### config.mk
export PLATFORM = sky130hd
export DESIGN_NAME = display_scan_ctrl
export DESIGN_NICKNAME = d
export VERILOG_FILES = /design/src/rtl/display_scan_ctrl.sv
export SDC_FILE = /design/constraint.sdc
export NUM_CORES = 1
export LEC_CHECK = 0
export CAP_MARGIN = 20
export CORE_UTILIZATION = 40
export CTS_CLUSTER_DIAMETER = 200
export DETAILED_ROUTE_END_ITERATION = 7
export PLACE_DENSITY_LB_ADDON = 0.25
export SLEW_MARGIN = 0
export SYNTH_ARGS = -nofsm -noshare
export SYNTH_HDL_FRONTEND = slang
export SYNTH_SLANG_ARGS = --single-unit
### constraint.sdc
create_clock -name clk -period 3.2 [get_ports clk]
set_input_delay 0.32 -clock clk [delete_from_list [all_inputs] [get_ports clk]]
set_output_delay 0.32 -clock clk [all_outputs]
set_load 0.02 [all_outputs]
### src/rtl/display_scan_ctrl.sv
// Scan sequencer for an 8-digit seven-segment display: select, active-low anodes, blanking gap, frame pulse.
// All outputs are registered; masked digits are skipped; enable=0 or an empty mask parks the scan dark in IDLE.
module display_scan_ctrl #(
   parameter int SHOW_CYCLES  = 50000,
   parameter int BLANK_CYCLES = 16
) (
   input  logic       clk,
   input  logic       rst_n,
   input  logic       enable,
   input  logic [7:0] digit_mask,
   output logic [2:0] select,
   output logic [7:0] digit_en_n,
   output logic       blank,
   output logic       frame_tick
);

   localparam int CMAX = (SHOW_CYCLES > BLANK_CYCLES) ? SHOW_CYCLES : BLANK_CYCLES;
   localparam int CW   = $clog2(CMAX) + 1;
   localparam logic [CW-1:0] SHOW_LAST  = CW'(SHOW_CYCLES - 1);
   localparam logic [CW-1:0] BLANK_LAST = CW'(BLANK_CYCLES - 1);

   typedef enum logic [1:0] {IDLE, BLANK, SHOW} state_t;

   state_t          r_state, w_nstate;
   logic [CW-1:0]   r_cnt, w_ncnt;
   logic [2:0]      r_sel, w_nsel, w_first, w_next;
   logic            w_ntick;
   logic [7:0]      r_den_n;
   logic            r_blank, r_tick;

   // Loops run downward so the last hit, i.e. the nearest candidate, wins.
   always_comb begin
      w_first = 3'd0;
      for (int i = 7; i >= 0; i--) begin
         if (digit_mask[i]) w_first = 3'(i);
      end
      w_next = r_sel;
      for (int k = 8; k >= 1; k--) begin
         if (digit_mask[r_sel + 3'(k)]) w_next = r_sel + 3'(k);
      end
   end

   always_comb begin
      w_nstate = r_state;
      w_ncnt   = r_cnt + 1'b1;
      w_nsel   = r_sel;
      w_ntick  = 1'b0;
      if (!enable) begin
         w_nstate = IDLE;
         w_ncnt   = '0;
      end else begin
         case (r_state)
            IDLE: begin
               w_ncnt = '0;
               if (digit_mask != 8'h00) begin
                  w_nstate = BLANK;
                  w_nsel   = w_first;
               end
            end
            BLANK: begin
               if (r_cnt == BLANK_LAST) begin
                  w_nstate = SHOW;
                  w_ncnt   = '0;
               end
            end
            SHOW: begin
               if (r_cnt == SHOW_LAST) begin
                  w_ncnt = '0;
                  if (digit_mask == 8'h00) begin
                     w_nstate = IDLE;
                  end else begin
                     w_nstate = BLANK;
                     w_nsel   = w_next;
                     w_ntick  = (w_next <= r_sel);
                  end
               end
            end
            default: begin
               w_nstate = IDLE;
               w_ncnt   = '0;
            end
         endcase
      end
   end

   // Anode enables are derived from the next state so they line up with select.
   always_ff @(posedge clk or negedge rst_n) begin
      if (!rst_n) begin
         r_state <= IDLE;
         r_cnt   <= '0;
         r_sel   <= 3'd0;
         r_den_n <= 8'hFF;
         r_blank <= 1'b1;
         r_tick  <= 1'b0;
      end else begin
         r_state <= w_nstate;
         r_cnt   <= w_ncnt;
         r_sel   <= w_nsel;
         r_den_n <= (w_nstate == SHOW) ? ~(8'b1 << w_nsel) : 8'hFF;
         r_blank <= (w_nstate != SHOW);
         r_tick  <= w_ntick;
      end
   end

   assign select     = r_sel;
   assign digit_en_n = r_den_n;
   assign blank      = r_blank;
   assign frame_tick = r_tick;

endmodule

Yosys cells after proc, flatten, opt, wreduce, memory -nomap -nowiden
Index checks and enable logic that the tools add are counted.
{ "totals": {"word_cells": 82, "input_bits": 11, "out_inout_bits": 13, "ff_bits": 32} }
{ "op_classes": {"muxes": 49, "n_eq_ne": 6, "order_cmp": 8, "reduce_logical": 3, "shifts": 1, "bitwise": 1, "addsub": 8} }
{ "ops": {"columns": ["operator", "count"], "rows": [
  ["3-bit 2-to-1 mux", 19],
  ["17-bit 2-to-1 mux", 3],
  ["17-bit one-hot mux with 2 select lines", 1],
  ["3-bit by 4-bit less-than comparator with 1-bit output, second input constant", 7],
  ["1-bit binary-select mux with 3-bit select", 7],
  ["17-bit by 1-bit adder with 17-bit output, second input constant", 1],
  ["17-bit by 16-bit == test with 1-bit output, second input constant", 1],
  ["17-bit by 4-bit == test with 1-bit output, second input constant", 1],
  ["3-bit adder, second input constant", 4],
  ["1-bit 2-to-1 mux", 12],
  ["8-bit zero test", 1],
  ["2-bit 2-to-1 mux", 4],
  ["8-bit 2-to-1 mux", 1],
  ["8-bit inverter", 1],
  ["8-bit nonzero test", 1],
  ["1-bit by 3-bit left shift with 8-bit output, first input constant", 1],
  ["3-bit by 2-bit adder with 3-bit output, second input constant", 2],
  ["2-bit one-hot mux with 3 select lines", 1],
  ["3-bit one-hot mux with 2 select lines", 1],
  ["2-bit == test, second input constant", 2],
  ["3-bit by 1-bit adder with 3-bit output, second input constant", 1],
  ["3-bit <= comparator", 1],
  ["2-bit by 1-bit == test with 1-bit output, second input constant", 1],
  ["2-bit zero test", 1],
  ["2-bit inequality test, second input constant", 1]
]} }

Logic depth before layout (Yosys ltp)
{ "logic_depth": {"ltp_word": 17, "depth_mapped": 16, "mapped_depth_nobuf": 13} }

Worst setup path before layout
Ideal clock, no wire load.
{ "synth_path": {"path_kind": "register to register", "start": "register r_sel[0] (netlist: select[0])", "end": "register r_tick (netlist: frame_tick)", "n_path_buf": 3, "setup_ns": 0.072, "stages_incl_launch_ff": 16, "arrival_time_ns": 3.298, "period_less_slack_ns": 3.370, "setup_slack_ns": -0.170, "t_required_ns": 3.128, "cell_sequence": "dfrtp_1 > buf_6 > buf_4 > inv_1 > ha_1 > buf_2 > mux4_2 > mux2i_4 > a31oi_1 > o311a_1 > nor2b_1 > ha_1 > a21o_1 > a21oi_1 > a31oi_1 > nor2_1"} }
{ "synth_between": {"elab_chain_cells": 15, "word_cells_on_any_way": 33, "cone_classes": "7 x add/sub; 1 x order compare; 25 x mux"} }
{ "synth_lines": {"columns": ["element", "line", "source"], "rows": [
  ["from (decl)", "26", "logic [2:0] r_sel, w_nsel, w_first, w_next;"],
  ["from (signal assigned)", "98", "r_sel <= w_nsel;"],
  ["3-bit adder", "39", "if (digit_mask[r_sel + 3'(k)]) w_next = r_sel + 3'(k);"],
  ["1-bit binary-select mux with 3-bit select", "39", null],
  ["1-bit 2-to-1 mux (implied by the code)", "39", null],
  ["3-bit 2-to-1 mux (7 in series)", "39", null],
  ["3-bit <= comparator (*)", "74", "w_ntick = (w_next <= r_sel);"],
  ["1-bit 2-to-1 mux (*)", "69", "if (digit_mask == 8'h00) begin"],
  ["1-bit 2-to-1 mux (*)", "67", "if (r_cnt == SHOW_LAST) begin"],
  ["1-bit 2-to-1 mux (*)", "52", "case (r_state)"],
  ["1-bit 2-to-1 mux (*)", "48", "if (!enable) begin"],
  ["named net w_ntick", "27", "logic w_ntick;"],
  ["to (signal assigned)", "101", "r_tick <= w_ntick;"],
  ["to (decl)", "29", "logic r_blank, r_tick;"]
]} }
Mark *: on every way through the listed nets, which the timed path passes. The rest lies on a longest branch. The select of a mux whose other input is x is not followed.

Worst setup path after layout
Ends and elaborated chain as after synthesis.

==> impl_metrics.toml <==
[clock_network]
cts_htree_levels = 2
root_buffer_cell = "sky130_fd_sc_hd__clkbuf_8"
clock_tree_from_tritoncts = "done"
worstSkewPairLatency_ns = 0.28
cts_max_path_buffers = 2
cts-hold-fix-buffers = 0
cts_setup_buffers = 0
cts_resized = 0
clkSlewWorstSetupHoldPaths_ns = 0.06
numCtsBuffers = 5
cts.sinks = 32

[grt]
vias_in_the_first_global_route = 1784
grt_antenna_before_repair = 0
grt_max_degree = 33
global_route.usage.total_pct = 17.0
grt_first_pass_wirelength_mm = 8.31
grt_overflow_total = 0

[route]
avgRoutedWirePerCell_um = 13.9
routed_via_density = 5.43
drtAntennaViolNets = 0
drt-initial-drc-count = 139
detail_route.drc_violations = 0
route.final.wire_length_mm = 4.86
vias = 1896
length_of_the_first_detailed_routing_pass_in_iterations = 4

[sta]
setup_total_negative_slack_ns = 0
grt_setup_unrepaired = "no"
final_hold_viol_count = 0
post-route-period-util_pct = 92.1
period_needed_ns = 2.95
clock.fmax_mhz = 339
timing.hold.ws_ns = 0.424
slew_viol_final = 0
timing.clock.skew_ns = 0.00451
timing.slew.headroom_pct = 57.9
worstMarginPinSlew_ns = 0.629
post-route-worst-setup-slack_ns = 0.254
setup_viol_count_final = 0

[critical_path]
worstPathRequired_ns = 3.41
worstPathMaxFanout = 5
critical_path_arrival_ns = 3.16
end_kind = "register"
cp-start-kind = "register"
critical_path_class = "reg -> reg"
timing.critical_path.from = "select[0]$_DFF_PN0_"
rr_startpoint = "select[0]$_DFF_PN0_"

[layout]
filler_cell_count = 498
areaGrowthSynthToFinish_pct = 19.0
antenna_cells = 0
num-nets-final = 297
drive_gt1_share_pct = 18.1

[placed_design]
place_hpwl_mm = 3.62
routabilityCongestion = 0.861
total_of_buffers_placed_on_input_and_output_ports = 23
worst_slack_at_placement_ns = 0.154

[yosys]
synth_enable_flop_cells = 0
yosys.cell_types.count = 55
ys_top_cells_by_count = "23 x sky130_fd_sc_hd__dfrtp_1, 23 x sky130_fd_sc_hd__nor2_1, 21 x sky130_fd_sc_hd__nand3_1"
netlist.top_cell.by_area = "sky130_fd_sc_hd__dfrtp_1"
synth-seq-area-share_pct = 34.0
yosys_warnings = 0
synth_top_flop_cell = "sky130_fd_sc_hd__dfrtp_1"
synth.ff_latch_count = 32
synthDominantCellAreaShare_pct = 24.1
share_of_async_settable_or_async_resettable_flops_after_synthesis_pct = 100
synth.cell_area_um2 = 2390
postSynthCellCount = 245
synth_area_per_cell_um2 = 9.75
synth_fp_nets = 266
synth_top_cells_by_area = "sky130_fd_sc_hd__dfrtp_1 24%, sky130_fd_sc_hd__dfstp_2 9.9%, sky130_fd_sc_hd__mux4_2 7.5%, sky130_fd_sc_hd__ha_1 5.2%, sky130_fd_sc_hd__xnor2_1 4.8%"

[floorplanning]
fp-row-count = 27
die_w_um = 79.3
placeable_area_um2 = 5640
io_pins = 24
design.die.area_um2 = 6290
die_h_um = 79.3
start_util_pct = 42.4

[power]
cellLeakagePower_nw = 1.19
power.density_cell_area_nw_per_um2 = 439
ir_drop_uv = 259

[status]
result_of_the_run = "completed"

[hold_path]
kind_of_path_behind_the_tightest_hold_check = "in -> async"

[flow_run]
max_cap_violations = 0
path summary, 6_finish.rpt:
check,end,slack [ns],depth (start not counted)
min in group clk,r_cnt[0]$_DFF_PN0_,0.47,1
max,frame_tick$_DFF_PN0_,0.25,12
min reg2reg,r_cnt[0]$_DFF_PN0_,0.47,1
max in group asynchronous,blank$_DFF_PN1_,2.46,2
min,r_cnt[3]$_DFF_PN0_,0.42,2
max reg2reg,frame_tick$_DFF_PN0_,0.25,12
flip-flops by register name, summed over array words and instances, names as in the netlist:
name and flops:
select 3, frame_tick 1, digit_en_n 8, r_state 2
blank 1, r_cnt 17
where the power goes:
group	internal (mW)	switching (mW)	total (mW)
Sequential	0.411	0.00708	0.418
Clock	0.231	0.142	0.372
Combinational	0.214	0.244	0.458
cell type report:
| type | count | area, um^2 | share of cell area [%] |
|---|---|---|---|
| Sequential cell | 32 | 815 | 28.6 |
| Clock inverter | 2 | 35.0 | 1.23 |
| Inverter | 13 | 48.8 | 1.72 |
| Tap cell | 72 | 90.1 | 3.17 |
| Timing Repair Buffer | 31 | 290 | 10.2 |
| Clock buffer | 6 | 72.6 | 2.55 |
| Multi-Input combinational cell | 193 | 1490 | 52.5 |
worst max-delay path, stage by stage (launching register included):
cell and delay [ns]:
sky130_fd_sc_hd__dfrtp_2 0.36, sky130_fd_sc_hd__inv_2 0.06, sky130_fd_sc_hd__ha_1 0.33, sky130_fd_sc_hd__mux4_2 0.60
sky130_fd_sc_hd__mux2i_4 0.24, sky130_fd_sc_hd__a31oi_1 0.11, sky130_fd_sc_hd__o311a_1 0.37, sky130_fd_sc_hd__nor2b_1 0.11
sky130_fd_sc_hd__ha_1 0.25, sky130_fd_sc_hd__a21o_1 0.16, sky130_fd_sc_hd__a21oi_1 0.13, sky130_fd_sc_hd__a31oi_1 0.05
sky130_fd_sc_hd__nor2_1 0.09
cells by family (layout without fill, tap and decap cells):
family	count (synthesis)	count (layout)	synth area share [%]
AOI/OAI and AO/OA	45	45	14.0
xor gates and xnor gates	20	20	7.33
adders and majority gates	10	10	5.24
buffers and inverters	20	52	3.87
DFF	32	32	34.0
muxes	20	20	13.9
and+or+nand+nor	98	98	21.6
layer usage:
metal / track usage (%) / part of all wire, %
met5: 0 / 0
met4: 6.36 / 1.3
met3: 3.68 / 4.0
met2: 25.3 / 45
met1: 24.0 / 50
cell usage in the layout (no fill, tap or decap), types with 9 or more instances in the layout:
| master | n |
|---|---|
| sky130_fd_sc_hd__nor2_1 | 23 |
| sky130_fd_sc_hd__xnor2_1 | 13 |
| sky130_fd_sc_hd__dfrtp_1 | 21 |
| sky130_fd_sc_hd__ha_1 | 10 |
| sky130_fd_sc_hd__and3_1 | 17 |
| sky130_fd_sc_hd__nand2_1 | 14 |
| sky130_fd_sc_hd__a21oi_1 | 12 |
| sky130_fd_sc_hd__dfstp_2 | 9 |
| sky130_fd_sc_hd__inv_1 | 10 |
| sky130_fd_sc_hd__nand3_1 | 21 |
| sky130_fd_sc_hd__clkdlybuf4s50_1 | 23 |
per-stage QoR:
stage | power (mW) | instances | cell area (um^2) | util, %
global placement | 0.879 | 341 | 2730 | 48.4
floorplan | 0.776 | 245 | 2400 | -
global route | 1.32 | 349 | 2840 | 50.4
finish | 1.25 | 349 | 2840 | 50.4
detailed placement | 0.879 | 341 | 2730 | 48.4
CTS | 1.26 | 349 | 2840 | 50.3
No activity file was read; power rests on OpenSTA's default activity.
